`config.mk`:
```
export PLATFORM = sky130hd
export DESIGN_NAME = vga_stream_driver
export DESIGN_NICKNAME = d
export VERILOG_FILES = /design/src/rtl/vga_pkg.sv /design/src/rtl/vga_timing_gen.sv /design/src/rtl/vga_stream_driver.sv
export SDC_FILE = /design/constraint.sdc
export NUM_CORES = 1
export LEC_CHECK = 0
export ABC_AREA = 0
export CORE_UTILIZATION = 40
export DETAILED_ROUTE_END_ITERATION = 10
export PLACE_DENSITY = 0.71
export SLEW_MARGIN = 20
export SYNTH_ARGS = -nofsm -noshare
export SYNTH_HDL_FRONTEND = slang
export SYNTH_HIERARCHICAL = 1
export SYNTH_SLANG_ARGS = --single-unit
```
`constraint.sdc`:
```
create_clock -name clk -period 3.6 [get_ports clk]
set_input_delay 0.9 -clock clk [delete_from_list [all_inputs] [get_ports clk]]
set_output_delay 0.9 -clock clk [all_outputs]
set_load 0.005 [all_outputs]
```
`src/rtl/vga_pkg.sv`:
```
// Shared timing defaults, pixel-format codes and sync polarity codes for the VGA output path.
// Also provides the 16-bit to 24-bit pixel expansion used by the stream drivers.
package vga_pkg;

   localparam int DEF_H_ACTIVE = 640;
   localparam int DEF_H_FP     = 16;
   localparam int DEF_H_SYNC   = 96;
   localparam int DEF_H_BP     = 48;
   localparam int DEF_V_ACTIVE = 480;
   localparam int DEF_V_FP     = 10;
   localparam int DEF_V_SYNC   = 2;
   localparam int DEF_V_BP     = 33;
   localparam int DEF_H_TOTAL  = DEF_H_ACTIVE + DEF_H_FP + DEF_H_SYNC + DEF_H_BP;
   localparam int DEF_V_TOTAL  = DEF_V_ACTIVE + DEF_V_FP + DEF_V_SYNC + DEF_V_BP;

   localparam int FMT_RGB565 = 0;
   localparam int FMT_GR88   = 1;

   localparam int SYNC_ACTIVE_LOW  = 0;
   localparam int SYNC_ACTIVE_HIGH = 1;

   typedef struct packed {
      logic [7:0] r;
      logic [7:0] g;
      logic [7:0] b;
   } rgb888_t;

   // RGB565 widens each channel by replicating its MSBs; GR88 has no blue channel.
   function automatic rgb888_t map_pixel(input logic [15:0] d, input logic gr88);
      rgb888_t p;
      if (gr88) begin
         p.r = d[7:0];
         p.g = d[15:8];
         p.b = 8'h00;
      end else begin
         p.r = {d[15:11], d[15:13]};
         p.g = {d[10:5], d[10:9]};
         p.b = {d[4:0], d[4:2]};
      end
      return p;
   endfunction

endpackage

```
`src/rtl/vga_timing_gen.sv`:
```
// Parametrised raster counters producing display-enable, raw (active-true) syncs and frame start.
// Holds at (0,0) for one clock after reset so nothing is requested while reset is asserted.
module vga_timing_gen
   import vga_pkg::*;
#(
   parameter int H_ACTIVE = DEF_H_ACTIVE,
   parameter int H_FP     = DEF_H_FP,
   parameter int H_SYNC   = DEF_H_SYNC,
   parameter int H_BP     = DEF_H_BP,
   parameter int V_ACTIVE = DEF_V_ACTIVE,
   parameter int V_FP     = DEF_V_FP,
   parameter int V_SYNC   = DEF_V_SYNC,
   parameter int V_BP     = DEF_V_BP
) (
   input  logic clk,
   input  logic rst,
   output logic o_de,
   output logic o_hs,
   output logic o_vs,
   output logic o_frame_start
);

   localparam int H_TOTAL = H_ACTIVE + H_FP + H_SYNC + H_BP;
   localparam int V_TOTAL = V_ACTIVE + V_FP + V_SYNC + V_BP;
   localparam int H_W     = $clog2(H_TOTAL);
   localparam int V_W     = $clog2(V_TOTAL);

   localparam logic [H_W-1:0] H_LAST     = H_W'(H_TOTAL - 1);
   localparam logic [H_W-1:0] H_ACT_END  = H_W'(H_ACTIVE);
   localparam logic [H_W-1:0] H_SYNC_BEG = H_W'(H_ACTIVE + H_FP);
   localparam logic [H_W-1:0] H_SYNC_END = H_W'(H_ACTIVE + H_FP + H_SYNC);
   localparam logic [V_W-1:0] V_LAST     = V_W'(V_TOTAL - 1);
   localparam logic [V_W-1:0] V_ACT_END  = V_W'(V_ACTIVE);
   localparam logic [V_W-1:0] V_SYNC_BEG = V_W'(V_ACTIVE + V_FP);
   localparam logic [V_W-1:0] V_SYNC_END = V_W'(V_ACTIVE + V_FP + V_SYNC);

   logic           r_run;
   logic [H_W-1:0] r_h_cnt;
   logic [V_W-1:0] r_v_cnt;

   // Raster position; the first edge after reset only arms r_run, leaving (0,0) visible for one cycle.
   always_ff @(posedge clk or posedge rst) begin
      if (rst) begin
         r_run   <= 1'b0;
         r_h_cnt <= '0;
         r_v_cnt <= '0;
      end else if (!r_run) begin
         r_run <= 1'b1;
      end else if (r_h_cnt == H_LAST) begin
         r_h_cnt <= '0;
         if (r_v_cnt == V_LAST) begin
            r_v_cnt <= '0;
         end else begin
            r_v_cnt <= r_v_cnt + 1'b1;
         end
      end else begin
         r_h_cnt <= r_h_cnt + 1'b1;
      end
   end

   // Region decode from the registered position.
   always_comb begin
      o_de          = r_run & (r_h_cnt < H_ACT_END) & (r_v_cnt < V_ACT_END);
      o_hs          = r_run & (r_h_cnt >= H_SYNC_BEG) & (r_h_cnt < H_SYNC_END);
      o_vs          = r_run & (r_v_cnt >= V_SYNC_BEG) & (r_v_cnt < V_SYNC_END);
      o_frame_start = r_run & (r_h_cnt == '0) & (r_v_cnt == '0);
   end

endmodule

```
`src/rtl/vga_stream_driver.sv`:
```
// VGA output stage: pulls pixels from a 1-cycle-latency FIFO, expands them to 24-bit colour,
// aligns sync/blank with the data (2-clock latency) and tracks FIFO underflow.
module vga_stream_driver
   import vga_pkg::*;
#(
   parameter int H_ACTIVE = DEF_H_ACTIVE,
   parameter int H_FP     = DEF_H_FP,
   parameter int H_SYNC   = DEF_H_SYNC,
   parameter int H_BP     = DEF_H_BP,
   parameter int V_ACTIVE = DEF_V_ACTIVE,
   parameter int V_FP     = DEF_V_FP,
   parameter int V_SYNC   = DEF_V_SYNC,
   parameter int V_BP     = DEF_V_BP,
   parameter int SYNC_POL = SYNC_ACTIVE_LOW,
   parameter int PIX_FMT  = FMT_RGB565
) (
   input  logic        clk,
   input  logic        rst,
   input  logic [15:0] fifo_rddata,
   input  logic        fifo_empty,
   output logic        fifo_rdreq,
   output logic        oHS,
   output logic        oVS,
   output logic        oBLANK_n,
   output logic [7:0]  r_data,
   output logic [7:0]  g_data,
   output logic [7:0]  b_data,
   output logic        frame_start,
   output logic        underflow,
   output logic [15:0] underflow_cnt
);

   localparam logic SYNC_ON = 1'(SYNC_POL);
   localparam logic IS_GR88 = (PIX_FMT == FMT_GR88);

   logic    w_de0;
   logic    w_hs0;
   logic    w_vs0;
   logic    r_de1;
   logic    r_ok1;
   logic    r_hs1;
   logic    r_vs1;
   rgb888_t w_pix;

   vga_timing_gen #(
      .H_ACTIVE (H_ACTIVE),
      .H_FP     (H_FP),
      .H_SYNC   (H_SYNC),
      .H_BP     (H_BP),
      .V_ACTIVE (V_ACTIVE),
      .V_FP     (V_FP),
      .V_SYNC   (V_SYNC),
      .V_BP     (V_BP)
   ) u_timing (
      .clk           (clk),
      .rst           (rst),
      .o_de          (w_de0),
      .o_hs          (w_hs0),
      .o_vs          (w_vs0),
      .o_frame_start (frame_start)
   );

   assign fifo_rdreq = w_de0 & ~fifo_empty;

   // Pixel colour for stage 2: black whenever no word was actually read for this position.
   always_comb begin
      if (r_de1 && r_ok1) begin
         w_pix = map_pixel(fifo_rddata, IS_GR88);
      end else begin
         w_pix = '0;
      end
   end

   // Stage 1: remember what stage 0 decided while the FIFO word is in flight.
   always_ff @(posedge clk or posedge rst) begin
      if (rst) begin
         r_de1 <= 1'b0;
         r_ok1 <= 1'b0;
         r_hs1 <= 1'b0;
         r_vs1 <= 1'b0;
      end else begin
         r_de1 <= w_de0;
         r_ok1 <= fifo_rdreq;
         r_hs1 <= w_hs0;
         r_vs1 <= w_vs0;
      end
   end

   // Stage 2: pin registers, plus underflow accounting for visible pixels that had no data.
   always_ff @(posedge clk or posedge rst) begin
      if (rst) begin
         oHS           <= ~SYNC_ON;
         oVS           <= ~SYNC_ON;
         oBLANK_n      <= 1'b0;
         r_data        <= 8'h00;
         g_data        <= 8'h00;
         b_data        <= 8'h00;
         underflow     <= 1'b0;
         underflow_cnt <= 16'h0000;
      end else begin
         oHS      <= r_hs1 ? SYNC_ON : ~SYNC_ON;
         oVS      <= r_vs1 ? SYNC_ON : ~SYNC_ON;
         oBLANK_n <= r_de1;
         r_data   <= w_pix.r;
         g_data   <= w_pix.g;
         b_data   <= w_pix.b;
         if (r_de1 && !r_ok1) begin
            underflow <= 1'b1;
            if (underflow_cnt != 16'hFFFF) begin
               underflow_cnt <= underflow_cnt + 16'd1;
            end else begin
               underflow_cnt <= underflow_cnt;
            end
         end else begin
            underflow     <= underflow;
            underflow_cnt <= underflow_cnt;
         end
      end
   end

endmodule

```
[Word-level counts from Yosys, hierarchy flattened]
Index checks and enable logic that the tools add are counted.
Word-level totals
  input bits: 19
  bits in registers: 69
  output and inout bits: 46
  logic and storage cells: 49
Cells by class
  add/subtract/negate cells: 3
  reduce and logical (&&, ||, !) cells: 7
  mux-type cells: 5
  bitwise gates (word level): 10
  equality and inequality tests: 3
  $lt $le $gt $ge: 6
Operators with widths (count)
  $mux W24: 1
  $add A10 B1 Y10 const B: 2
  $eq A10 B10 Y1 const B: 2
  $logic_not A10 Y1: 2
  $lt A10 B10 Y1 const B: 2
  $lt A10 B9 Y1 const B: 2
  $mux W10: 2
  $add A16 B1 Y16 const B: 1
  $ne A16 B16 Y1 const B: 1
  $ge A10 B10 Y1 const B: 1
  $ge A10 B9 Y1 const B: 1
  $and A1 B1 Y1: 9
  $reduce_and A2 Y1: 2
  $logic_and A1 B1 Y1: 2
  $mux W1: 2
  $logic_not A1 Y1: 1
  $not A1 Y1: 1

[Depth between registers and ports, before layout]
Gate-level depths: netlist of the first run.
  depth after elaboration: 4
  depth in mapped cells: 6
  mapped depth without buffers: 6

[By module]
Netlist of the first run, hierarchy kept.
By module, submodules not included
  vga_stream_driver: cells each 130, times used 1, area an instance 1654.1 um^2, seq. area each 1003.5 um^2
  vga_timing_gen: cells each 118, times used 1, area an instance 1168.6 um^2, seq. area each 525.5 um^2

[Worst setup path before layout of the first run]
OpenSTA, ideal clock, no wires.
  path kind: flip-flop to output port
  start point: register u_timing.r_h_cnt[5]
  end point: output frame_start
  path slack: 1.405 ns
  stages on the path, launching flop included: 3
  required time: 2.700 ns
  data arrival time: 1.295 ns
  path buffers: 0
  cells stage by stage: dfrtp_1 or4_2 nor4_1
Between the ends
  word-level cells in the longest chain between the ends: 3
Ends and longest elaborated chain
  from (decl): RTL line vga_timing_gen.sv:38  | logic [H_W-1:0] r_h_cnt;
  from (signal assigned): RTL line vga_timing_gen.sv:57  | r_h_cnt <= r_h_cnt + 1'b1;
  $logic_not A10 Y1: RTL line vga_timing_gen.sv:66  | o_frame_start = r_run & (r_h_cnt == '0) & (r_v_cnt == '0);
  $and A1 B1 Y1 (2 in series): RTL line vga_timing_gen.sv:66
  to (decl): RTL line vga_stream_driver.sv:28  | output logic frame_start,
Every way passes these cells.

[Final worst setup path of the first run]
  start point: register u_timing.r_h_cnt[0]
  end point: output frame_start
Same word-level chain as after synthesis.

==> results.md, run 1 <==
- Status: finished clean
- I/O Pins: 65
- Commonest non-fill, non-tap cell in the layout: clkdlybuf4s50_1
- Power Internal: 1.196 mW
- Dpl cells: 397
- CP max stage delay: 0.57 ns
- Die outline width: 86.01 microns
- Mapped Cells: 248
- CTS Buf Count: 9
- PortBufs: 64
- CP Depth: 6
- Nets@finish: 336
- Commonest non-fill, non-tap cells in the layout: clkdlybuf4s50_1, dfrtp_1, and3_1
- Syn_area_per_cell: 11.38 sq um
- Top fanout value on the critical path: 4
- Grt total ovfl: 0
- Core Region: 6794 sq um
- FILL cells: 615
- Row cnt: 30
- Reg2reg path depth: 6
- Max VDD drop: 0.2024 mV
- Drt total wl: 5.542 mm
- Final period utilization: 0.8966
- # diodes: 0
- CP Launch Point: u_timing/r_h_cnt[0]$_DFFE_PP0P_
- Drt first pass iters: 5
- Worst-Skew Late Latency: 0.34 ns
- Total number of vias: 2070
- Worst slew pin tran: 0.7833 ns
- Sequential share of power: 0.515
- DRT antenna net count: 0
- Clock-pin slew on the worst setup and hold paths: 0.06 ns
- Area of the multi-input gates: 1161 sq um
- Synthesized area: 2823 sq um
- Bufs and invs on worst path: 2
- Vias in the first global route: 2067
- Yosys reg bits: 61
- Clock share of power: 0.315
- Post-CTS Setup Bufs: 0
- CP max stage cell: clkdlybuf4s50_1
- Routability cong.: 0.8381
- Netlist cell types: 52
- P_leak: 1.693 nW
- Synth warn: 6
- Hold crit path type: reg -> reg
- Initial core utilization: 0.4155
- Hold-fix buffer count after cts: 0
- Layout cell share with drive strength beyond 1: 0.1136
- Post-synth EDFFs: 0
- Average wire per standard cell: 13.42 microns
- DP HPWL: 3.917 mm
- Max-Cap Viols: 0
- Detailed Route Iter0 Violations: 79
- First-pass GRT wire length: 9.473 mm
- Unrepaired setup endpoints after global routing: false
- Max Buffers Root-to-Sink: 2
- Share of the yosys chip area belonging to registers: 0.5417
- Net Sw Frac: 0.2942
- Worst Setup Start Kind: flip-flop
- CTS root buffer: clkbuf_8
- H-tree level count: 3
- Last element of the critical path: frame_start
- PwrDens: 460.1 nW/um^2
- Die height: 86.01 microns
- Largest net degree at the start of global routing: 39
- GRT Overall Usage: 0.1634
- Finished Layout Cells: 413
- Drt drc: 0
- Post-Syn Nets: 272
- Sw power: 0.4985 mW
- Final worst slack: 0.3722 ns
- Resize count post-CTS: 0
- Synth async-reset ratio: 1.000
- WS Path Type: reg -> out
- Final setup viols: 0
- Synth Flop Type: dfrtp_1
- Final min period: 3.228 ns
- Setup_tns: 0 ns
- Arrival time worst endpoint: 2.33 ns
- Post-route clock skew: 0.01153 ns
- Antenna violations before repair: 0
- CTS tree: done
- Pre-CTS setup slack: 0.7400 ns
- Die area: 7397 sq um
- FF-to-FF End: u_timing/r_v_cnt[4]$_DFFE_PP0P_
- Critical Path RT: 2.70 ns
- Fin Hold WS: 0.3516 ns
- Crit. End Element: output port
- Area Overhead vs Synth: 30.50%
- Max Freq: 309.8 MHz
- Register area: 1529 sq um
- Slew HR: 0.4772
- R2r startpoint: u_timing/r_h_cnt[1]$_DFFE_PP0P_
- Comb power frac: 0.170
- Power Total: 1.695 mW
- Flop-to-flop setup slack: 1.62 ns
- CP delay by family, top: simple AND/OR/NAND/NOR gates
- Worst path cell trace: inv_1, ha_1, nor4b_1, nand4_1, nor4_1, clkdlybuf4s50_1
- Slew Limit Fails: 0
- Final hold vios: 0
- Vias/cell: 5.012
- Clock Sinks: 61
==> sequential cells by signal, indices dropped and copies added, names as in the netlist <==
signal            flops
underflow_cnt        16
u_timing/r_h_cnt     10
u_timing/r_v_cnt     10
g_data                6
b_data                5
r_data                5
oBLANK_n              1
oHS                   1
oVS                   1
r_de1                 1
r_hs1                 1
r_ok1                 1
r_vs1                 1
u_timing/r_run        1
underflow             1
==> worst register-to-register path, cell delays in order (launching register included) <==
cell and delay [ns]:
dfrtp_1 0.37, ha_1 0.23, nand4b_2 0.17, nor3_1 0.52, buf_4 0.26, nand2_1 0.06
mux2_2 0.26
==> metal layers <==
layer | track usage | vias to the layer above | wire [microns] | part of all wire
met5 | 0 | - | 0 | 0
met4 | 0.07576 | 0 | 60 | 0.011
met3 | 0.03850 | 7 | 287 | 0.052
met2 | 0.2641 | 66 | 2627 | 0.47
met1 | 0.2076 | 989 | 2567 | 0.46
li1 | - | 1008 | - | -
==> power by group through the flow <==
stage          registers (mW)  logic, mW  clock network (mW)
3_3_place_gp            0.882      0.281                   0
6_report                0.873      0.288               0.534
4_1_cts                 0.873      0.292               0.553
5_1_grt                 0.889      0.328               0.593
2_1_floorplan           0.852      0.176                   0
3_5_place_dp            0.884      0.291                   0
==> cells in the mapped netlist, drive strengths merged (2+ instances only) <==
cell     n  area share
dfrtp   59        0.52
and3    20       0.044
nand3   16       0.028
nand2   14       0.019
nand4   13       0.044
xor2    13       0.040
nor2    12       0.017
buf     11       0.030
inv     11       0.015
nor4     8       0.023
xnor2    8       0.025
o21ai    6       0.011
ha       5       0.022
mux2     4       0.017
or3      4       0.011
or4      4       0.011
a21oi    3      0.0053
and4     3      0.0093
nand2b   3      0.0066
nor3     3      0.0053
nor4b    3       0.012
a31oi    2      0.0044
clkbuf   2      0.0027
dfstp    2       0.019
nor2b    2      0.0044
o22ai    2      0.0044
==> area by class of cell <==
class | instances | share of cell area
Sequential cell | 61 | 0.4151
Clock inverter | 6 | 0.01053
Timing Repair Buffer | 66 | 0.1780
Multi-Input combinational cell | 163 | 0.3152
Tap cell | 96 | 0.03261
Clock buffer | 10 | 0.03736
Inverter | 11 | 0.01121
==> stage by stage <==
stage | area, sq um | utilization
6_report | 3684 | 0.5422
5_1_grt | 3684 | 0.5422
3_3_place_gp | 3507 | 0.5162
2_1_floorplan | 2823 | -
4_1_cts | 3684 | 0.5422
3_5_place_dp | 3507 | 0.5162
==> cells by family after synthesis <==
| group | synth area share |
|---|---|
| multiplexers | 0.02083 |
| other | 0.001329 |
| AND/OR/NAND/NOR | 0.2602 |
| AO/OA/AOI/OAI | 0.04167 |
| buffers and inverters | 0.04698 |
| flip-flops | 0.5417 |
| adder cells (fa/ha/maj) | 0.02216 |
| XOR/XNOR | 0.06516 |
==> how the worst min path moves through the flow <==
stage                     cells past startpoint             from  slack, ns            end
after global placement                        1  r_vs1$_DFF_PP0_       0.34  oVS$_DFF_PP1_
after detailed placement                      1  r_vs1$_DFF_PP0_       0.34  oVS$_DFF_PP1_
final                                         1  r_vs1$_DFF_PP0_       0.35  oVS$_DFF_PP1_
after floorplan                               1  r_hs1$_DFF_PP0_       0.34  oHS$_DFF_PP1_
after CTS                                     1  r_vs1$_DFF_PP0_       0.35  oVS$_DFF_PP1_
after global routing                          1  r_vs1$_DFF_PP0_       0.38  oVS$_DFF_PP1_
Power figures use the tool's default switching activity.
==> run 2, diff against run 1 <==
--- a/config.mk
+++ b/config.mk
@@ -9,6 +9,7 @@
 export CORE_UTILIZATION = 40
 export DETAILED_ROUTE_END_ITERATION = 10
 export PLACE_DENSITY = 0.71
+export RECOVER_POWER = 25
 export SLEW_MARGIN = 20
 export SYNTH_ARGS = -nofsm -noshare
 export SYNTH_HDL_FRONTEND = slang
==> run 2 against run 1 <==
Against the previous run: the run now ends with max-capacitance violations, max-slew violations left; setup slack improved by 0.0063 ns; die area stayed put; critical path depth did not move; register-to-register slack hardly changed; sequential cell count did not move; core utilization is 0.055 points lower; critical path type unchanged; critical endpoint unchanged.
==> results.md, run 2 (synthesis results as in run 1) <==
- Status: finished, violations left
- Failing checks: max-capacitance violations, max-slew violations
- Finished Layout Cells: 413 (unchanged)
- Die area: 7397 sq um (unchanged)
- Bufs and invs on worst path: 2 (unchanged)
- Resize count post-CTS: 0 (unchanged)
- CP max stage cell: clkdlybuf4s50_1
- Clock Sinks: 61 (unchanged)
- Slew Limit Fails: 39 (+39)
- Core Region: 6794 sq um (unchanged)
- Final min period: 3.221 ns (-0.006341 ns)
- Max Freq: 310.4 MHz (+0.20%)
- Worst path cell trace: inv_1, ha_1, nor4b_1, nand4_1, nor4_1, clkdlybuf4s50_1
- Crit. End Element: output port
- Sequential share of power: 0.517 (+0.002)
- Max VDD drop: 0.2022 mV (about the same)
- Arrival time worst endpoint: 2.32 ns (about the same)
- DP HPWL: 3.917 mm (unchanged)
- Power Total: 1.689 mW (-0.31%)
- Final core occ: 0.5416 (-0.0005520)
- Fin Hold WS: 0.3516 ns (-0.000002000 ns)
- Max reg flops: 16 (unchanged)
- Register area: 1529 sq um (unchanged)
- Vias/cell: 5.019 (+0.14%)
- Nets@finish: 336 (unchanged)
- Commonest non-fill, non-tap cells in the layout: dfrtp_1, clkdlybuf4s50_1, and3_1
- Layout cell share with drive strength beyond 1: 0.1104 (-0.003155)
- Dpl cells: 397 (unchanged)
- Clock share of power: 0.315 (about the same)
- Slew HR: -0.3112 (-0.7884)
- I/O Pins: 65 (unchanged)
- Max-Cap Viols: 1 (+1)
- CP max stage delay: 0.57 ns (about the same)
- First-pass GRT wire length: 9.473 mm (unchanged)
- Top fanout value on the critical path: 4 (unchanged)
- # diodes: 0 (unchanged)
- Drt first pass iters: 4 (-1)
- GRT Overall Usage: 0.1634 (unchanged)
- CTS tree: done
- DRT antenna net count: 0 (unchanged)
- Commonest non-fill, non-tap cell in the layout: dfrtp_1
- Routability cong.: 0.8381 (unchanged)
- Post-CTS Setup Bufs: 0 (unchanged)
- Area Overhead vs Synth: 30.36%
- Power Internal: 1.192 mW (-0.35%)
- CTS Buf Count: 9 (unchanged)
- Total number of vias: 2073 (+0.14%)
- PortBufs: 64 (unchanged)
- Clock-pin slew on the worst setup and hold paths: 0.06 ns (about the same)
- Final hold vios: 0 (unchanged)
- Worst slew pin tran: 1.967 ns (+1.183 ns)
- Average wire per standard cell: 13.40 microns (-0.16%)
- Final worst slack: 0.3786 ns (+0.006341 ns)
- Worst-Skew Late Latency: 0.33 ns (about the same)
- Drt drc: 0 (unchanged)
- Hold-fix buffer count after cts: 0 (unchanged)
- P_leak: 1.694 nW (about the same)
- Largest Register: underflow_cnt
- Unrepaired setup endpoints after global routing: false
- Placed cell area: 3507 sq um (unchanged)
- Initial core utilization: 0.4155 (unchanged)
- Critical Path RT: 2.70 ns (about the same)
- Vias in the first global route: 2067 (unchanged)
- Largest net degree at the start of global routing: 39 (unchanged)
- WS Path Type: reg -> out
- Worst Setup Start Kind: flip-flop
- Grt total ovfl: 0 (unchanged)
- CP delay by family, top: simple AND/OR/NAND/NOR gates
- Sw power: 0.4974 mW (-0.22%)
- FILL cells: 614 (-0.16%)
- PwrDens: 459.1 nW/um^2 (-0.21%)
- Comb power frac: 0.168 (-0.002)
- Row cnt: 30 (unchanged)
- Final period utilization: 0.8948 (-0.001761)
- Setup_tns: 0 ns (unchanged)
- Detailed Route Iter0 Violations: 76 (-3.8%)
- Hold crit path type: reg -> reg
- Top flop regs: underflow_cnt x16, u_timing/r_h_cnt x10, u_timing/r_v_cnt x10
- Die outline width: 86.01 microns (unchanged)
- Final setup viols: 0 (unchanged)
- Antenna violations before repair: 0 (unchanged)
- Drt total wl: 5.533 mm (-0.16%)
- Final Cell Area: 3680 sq um (-0.10%)
- CTS root buffer: clkbuf_8
- Area of the multi-input gates: 1161 sq um (unchanged)
- Die height: 86.01 microns (unchanged)
- H-tree level count: 3 (unchanged)
- Post-route clock skew: 0.01124 ns (-0.0002889 ns)
- Net Sw Frac: 0.2944 (about the same)
- Pre-CTS setup slack: 0.7400 ns (unchanged)
- Max Buffers Root-to-Sink: 2 (unchanged)
run 2: changes by cell type in the layout (fill, tap and decap cells not counted), sizes merged:
cell           previous run  this run
dlygate4sd3               0        17
clkdlybuf4s50            64        47
buf                       2         1
clkbuf                   10        11
run 2: final timing paths:
path                                                 startpoint                              end  slack, ns  cells past startpoint
worst max-delay path            u_timing/r_h_cnt[0]$_DFFE_PP0P_                      frame_start       0.38                      6
worst min-delay path                            r_vs1$_DFF_PP0_                    oVS$_DFF_PP1_       0.35                      1
worst max register to register  u_timing/r_h_cnt[1]$_DFFE_PP0P_  u_timing/r_v_cnt[4]$_DFFE_PP0P_       1.61                      6
worst min register to register                  r_vs1$_DFF_PP0_                    oVS$_DFF_PP1_       0.35                      1
max in group asynchronous                                   rst                  r_vs1$_DFF_PP0_       0.63                      3
min in group asynchronous                                   rst                  r_hs1$_DFF_PP0_       0.91                      2
run 2: metal layers:
layer / wire (microns) / share of wire / track usage
met3: 307 / 0.055 / 0.03850
met5: 0 / 0 / 0
met1: 2563 / 0.46 / 0.2076
met4: 46 / 0.0083 / 0.07576
met2: 2616 / 0.47 / 0.2641
run 2: power groups by stage:
stage               sequential (mW)  combinational (mW)  clock (mW)
global placement              0.882               0.281           0
detailed placement            0.884               0.291           0
floorplan                     0.852               0.176           0
finish                        0.873               0.283       0.533
global route                  0.889               0.323       0.593
CTS                           0.873               0.292       0.553
run 2: cell type report:
class / instances / area share
Inverter: 11 / 0.01122
Timing Repair Buffer: 66 / 0.1772
Clock buffer: 10 / 0.03740
Sequential cell: 61 / 0.4155
Tap cell: 96 / 0.03264
Multi-Input combinational cell: 163 / 0.3155
Clock inverter: 6 / 0.01054
==> run 3, diff against run 2 <==
--- a/config.mk
+++ b/config.mk
@@ -8,7 +8,7 @@
 export ABC_AREA = 0
 export CORE_UTILIZATION = 40
 export DETAILED_ROUTE_END_ITERATION = 10
-export PLACE_DENSITY = 0.71
+export PLACE_DENSITY = 0.66
 export RECOVER_POWER = 25
 export SLEW_MARGIN = 20
 export SYNTH_ARGS = -nofsm -noshare
==> run 3 against run 2 <==
Against the previous run: the run still ends with max-capacitance violations, max-slew violations left; first-iteration DRC count is 32% higher; die area stayed put; sequential cell count is the same; hold slack lost 0.0066 ns; clock skew about the same; critical endpoint unchanged.
==> results.md, run 3 (synthesis results as in run 1) <==
- Clock Sinks: 61 (unchanged)
- Vias/cell: 4.988 (-0.63%)
- Row cnt: 30 (unchanged)
- Die area: 7397 sq um (unchanged)
- PortBufs: 64 (unchanged)
- Final core occ: 0.5392 (-0.002394)
- Final Cell Area: 3664 sq um (-0.44%)
- Flop-to-flop setup slack: 1.71 ns (+0.10 ns)
- Max Freq: 322.3 MHz (+3.8%)
- Average wire per standard cell: 13.75 microns (+2.6%)
- Failing checks: max-capacitance violations, max-slew violations
- Final period utilization: 0.8619 (-0.03291)
- Hold crit path type: reg -> reg
- P_leak: 1.675 nW (-1.1%)
- Hold worst-path end: oVS$_DFF_PP1_
- Slew Limit Fails: 41 (+5.1%)
- Area Overhead vs Synth: 29.79%
- H-tree level count: 3 (unchanged)
- CTS tree: done
- Final hold vios: 0 (unchanged)
- Layout cell share with drive strength beyond 1: 0.1013 (-0.009144)
- First-pass GRT wire length: 9.653 mm (+1.9%)
- Top flop regs: underflow_cnt x16, u_timing/r_h_cnt x10, u_timing/r_v_cnt x10
- Post-CTS Setup Bufs: 0 (unchanged)
- Post-route clock skew: 0.01076 ns (-0.0004795 ns)
- Setup_tns: 0 ns (unchanged)
- Arrival time worst endpoint: 2.20 ns (-0.12 ns)
- Grt total ovfl: 0 (unchanged)
- Antenna violations before repair: 0 (unchanged)
- Final min period: 3.103 ns (-0.1185 ns)
- # diodes: 0 (unchanged)
- WS Path Type: reg -> out
- Vias in the first global route: 1990 (-3.7%)
- DP HPWL: 4.004 mm (+2.2%)
- Max-Cap Viols: 1 (unchanged)
- DRT antenna net count: 0 (unchanged)
- FF-to-FF End: u_timing/r_v_cnt[4]$_DFFE_PP0P_
- Pre-CTS setup slack: 0.7311 ns (-0.008872 ns)
- Clock-pin slew on the worst setup and hold paths: 0.07 ns (about the same)
- Hold path start: r_vs1$_DFF_PP0_
- Drt total wl: 5.665 mm (+2.4%)
- Worst slew pin tran: 2.067 ns (+0.09991 ns)
- Final setup viols: 0 (unchanged)
- I/O Pins: 65 (unchanged)
- Core Region: 6794 sq um (unchanged)
- Worst Setup Start Kind: flip-flop
- Slew HR: -0.3778 (-0.06661)
- Resize count post-CTS: 0 (unchanged)
- R2r startpoint: u_timing/r_h_cnt[1]$_DFFE_PP0P_
- Hold-fix buffer count after cts: 0 (unchanged)
- Total number of vias: 2055 (-0.87%)
- CTS root buffer: clkbuf_8
- Status: finished, violations left
- Drt drc: 0 (unchanged)
- PwrDens: 458.1 nW/um^2 (-0.21%)
- Commonest non-fill, non-tap cell in the layout: dfrtp_1
- Max reg flops: 16 (unchanged)
- Largest Register: underflow_cnt
- Power Total: 1.678 mW (-0.65%)
- Commonest non-fill, non-tap cells in the layout: dfrtp_1, clkdlybuf4s50_1, and3_1
- Max Buffers Root-to-Sink: 2 (unchanged)
- Unrepaired setup endpoints after global routing: false
- Max VDD drop: 0.2292 mV (+13%)
- Nets@finish: 336 (unchanged)
- Initial core utilization: 0.4155 (unchanged)
- Reg2reg path depth: 5 (-1)
- Worst-Skew Late Latency: 0.34 ns (about the same)
- Drt first pass iters: 5 (+1)
- Final worst slack: 0.4971 ns (+0.1185 ns)
- Top fanout value on the critical path: 4 (unchanged)
- Critical Path RT: 2.70 ns (about the same)
- GRT Overall Usage: 0.1699 (+0.006543)
- Largest net degree at the start of global routing: 41 (+5.1%)
- CTS Buf Count: 9 (unchanged)
- Placed cell area: 3507 sq um (unchanged)
- Routability cong.: 0.8774 (+4.7%)
- Min-Delay Path Depth: 1 (unchanged)
- Detailed Route Iter0 Violations: 100 (+32%)
- Crit. End Element: output port
- Die height: 86.01 microns (unchanged)
- Die outline width: 86.01 microns (unchanged)
[run 3: layout make-up]
class	instances	area, sq um
clock buffer	11	141.4
clock inverter	4	25.02
fill	611	3131
multi-input combinational	163	1155
tap	96	120.1
timing repair buffer	66	651.9
sequential	61	1529
inverter	11	41.29
[run 3: how the worst max path moves through the flow]
stage                                    startpoint         endpoint  slack (ns)  depth (start not counted)
floorplan           u_timing/r_h_cnt[5]$_DFFE_PP0P_      frame_start        1.41                          2
global placement                         fifo_empty       fifo_rdreq        0.75                          3
detailed placement                       fifo_empty       fifo_rdreq        0.73                          3
CTS                 u_timing/r_h_cnt[0]$_DFFE_PP0P_      frame_start        0.45                          6
global route                                    rst  r_hs1$_DFF_PP0_        0.17                          3
finish              u_timing/r_h_cnt[0]$_DFFE_PP0P_      frame_start        0.50                          6
[run 3: worst max-delay path: stages, from the launching register on]
cell and delay (ns):
dfrtp_1 0.39, inv_1 0.12, ha_1 0.16, nor4b_1 0.26
nand4_1 0.13, nor4_1 0.26, clkdlybuf4s50_1 0.55
[run 3: where the power goes]
group / internal [mW] / switching (mW) / leakage (nW)
combinational: 0.174 / 0.109 / 0.789
sequential: 0.753 / 0.119 / 0.806
clock: 0.262 / 0.261 / 0.0812
[run 3: per-layer routing]
metal  vias to the layer above  global-route usage  wire (microns)
met4                         0             0.07727              99
met5                         -                   0               0
li1                       1020                   -               -
met1                       965              0.2230            2641
met3                        10             0.03850             239
met2                        60              0.2684            2684
[run 3: per-stage QoR]
| stage | hold slack [ns] | cells |
|---|---|---|
| floorplan | 0.3367 | 248 |
| global placement | 0.3373 | 397 |
| detailed placement | 0.3409 | 397 |
| CTS | 0.3479 | 412 |
| global route | 0.3495 | 412 |
| finish | 0.3450 | 412 |
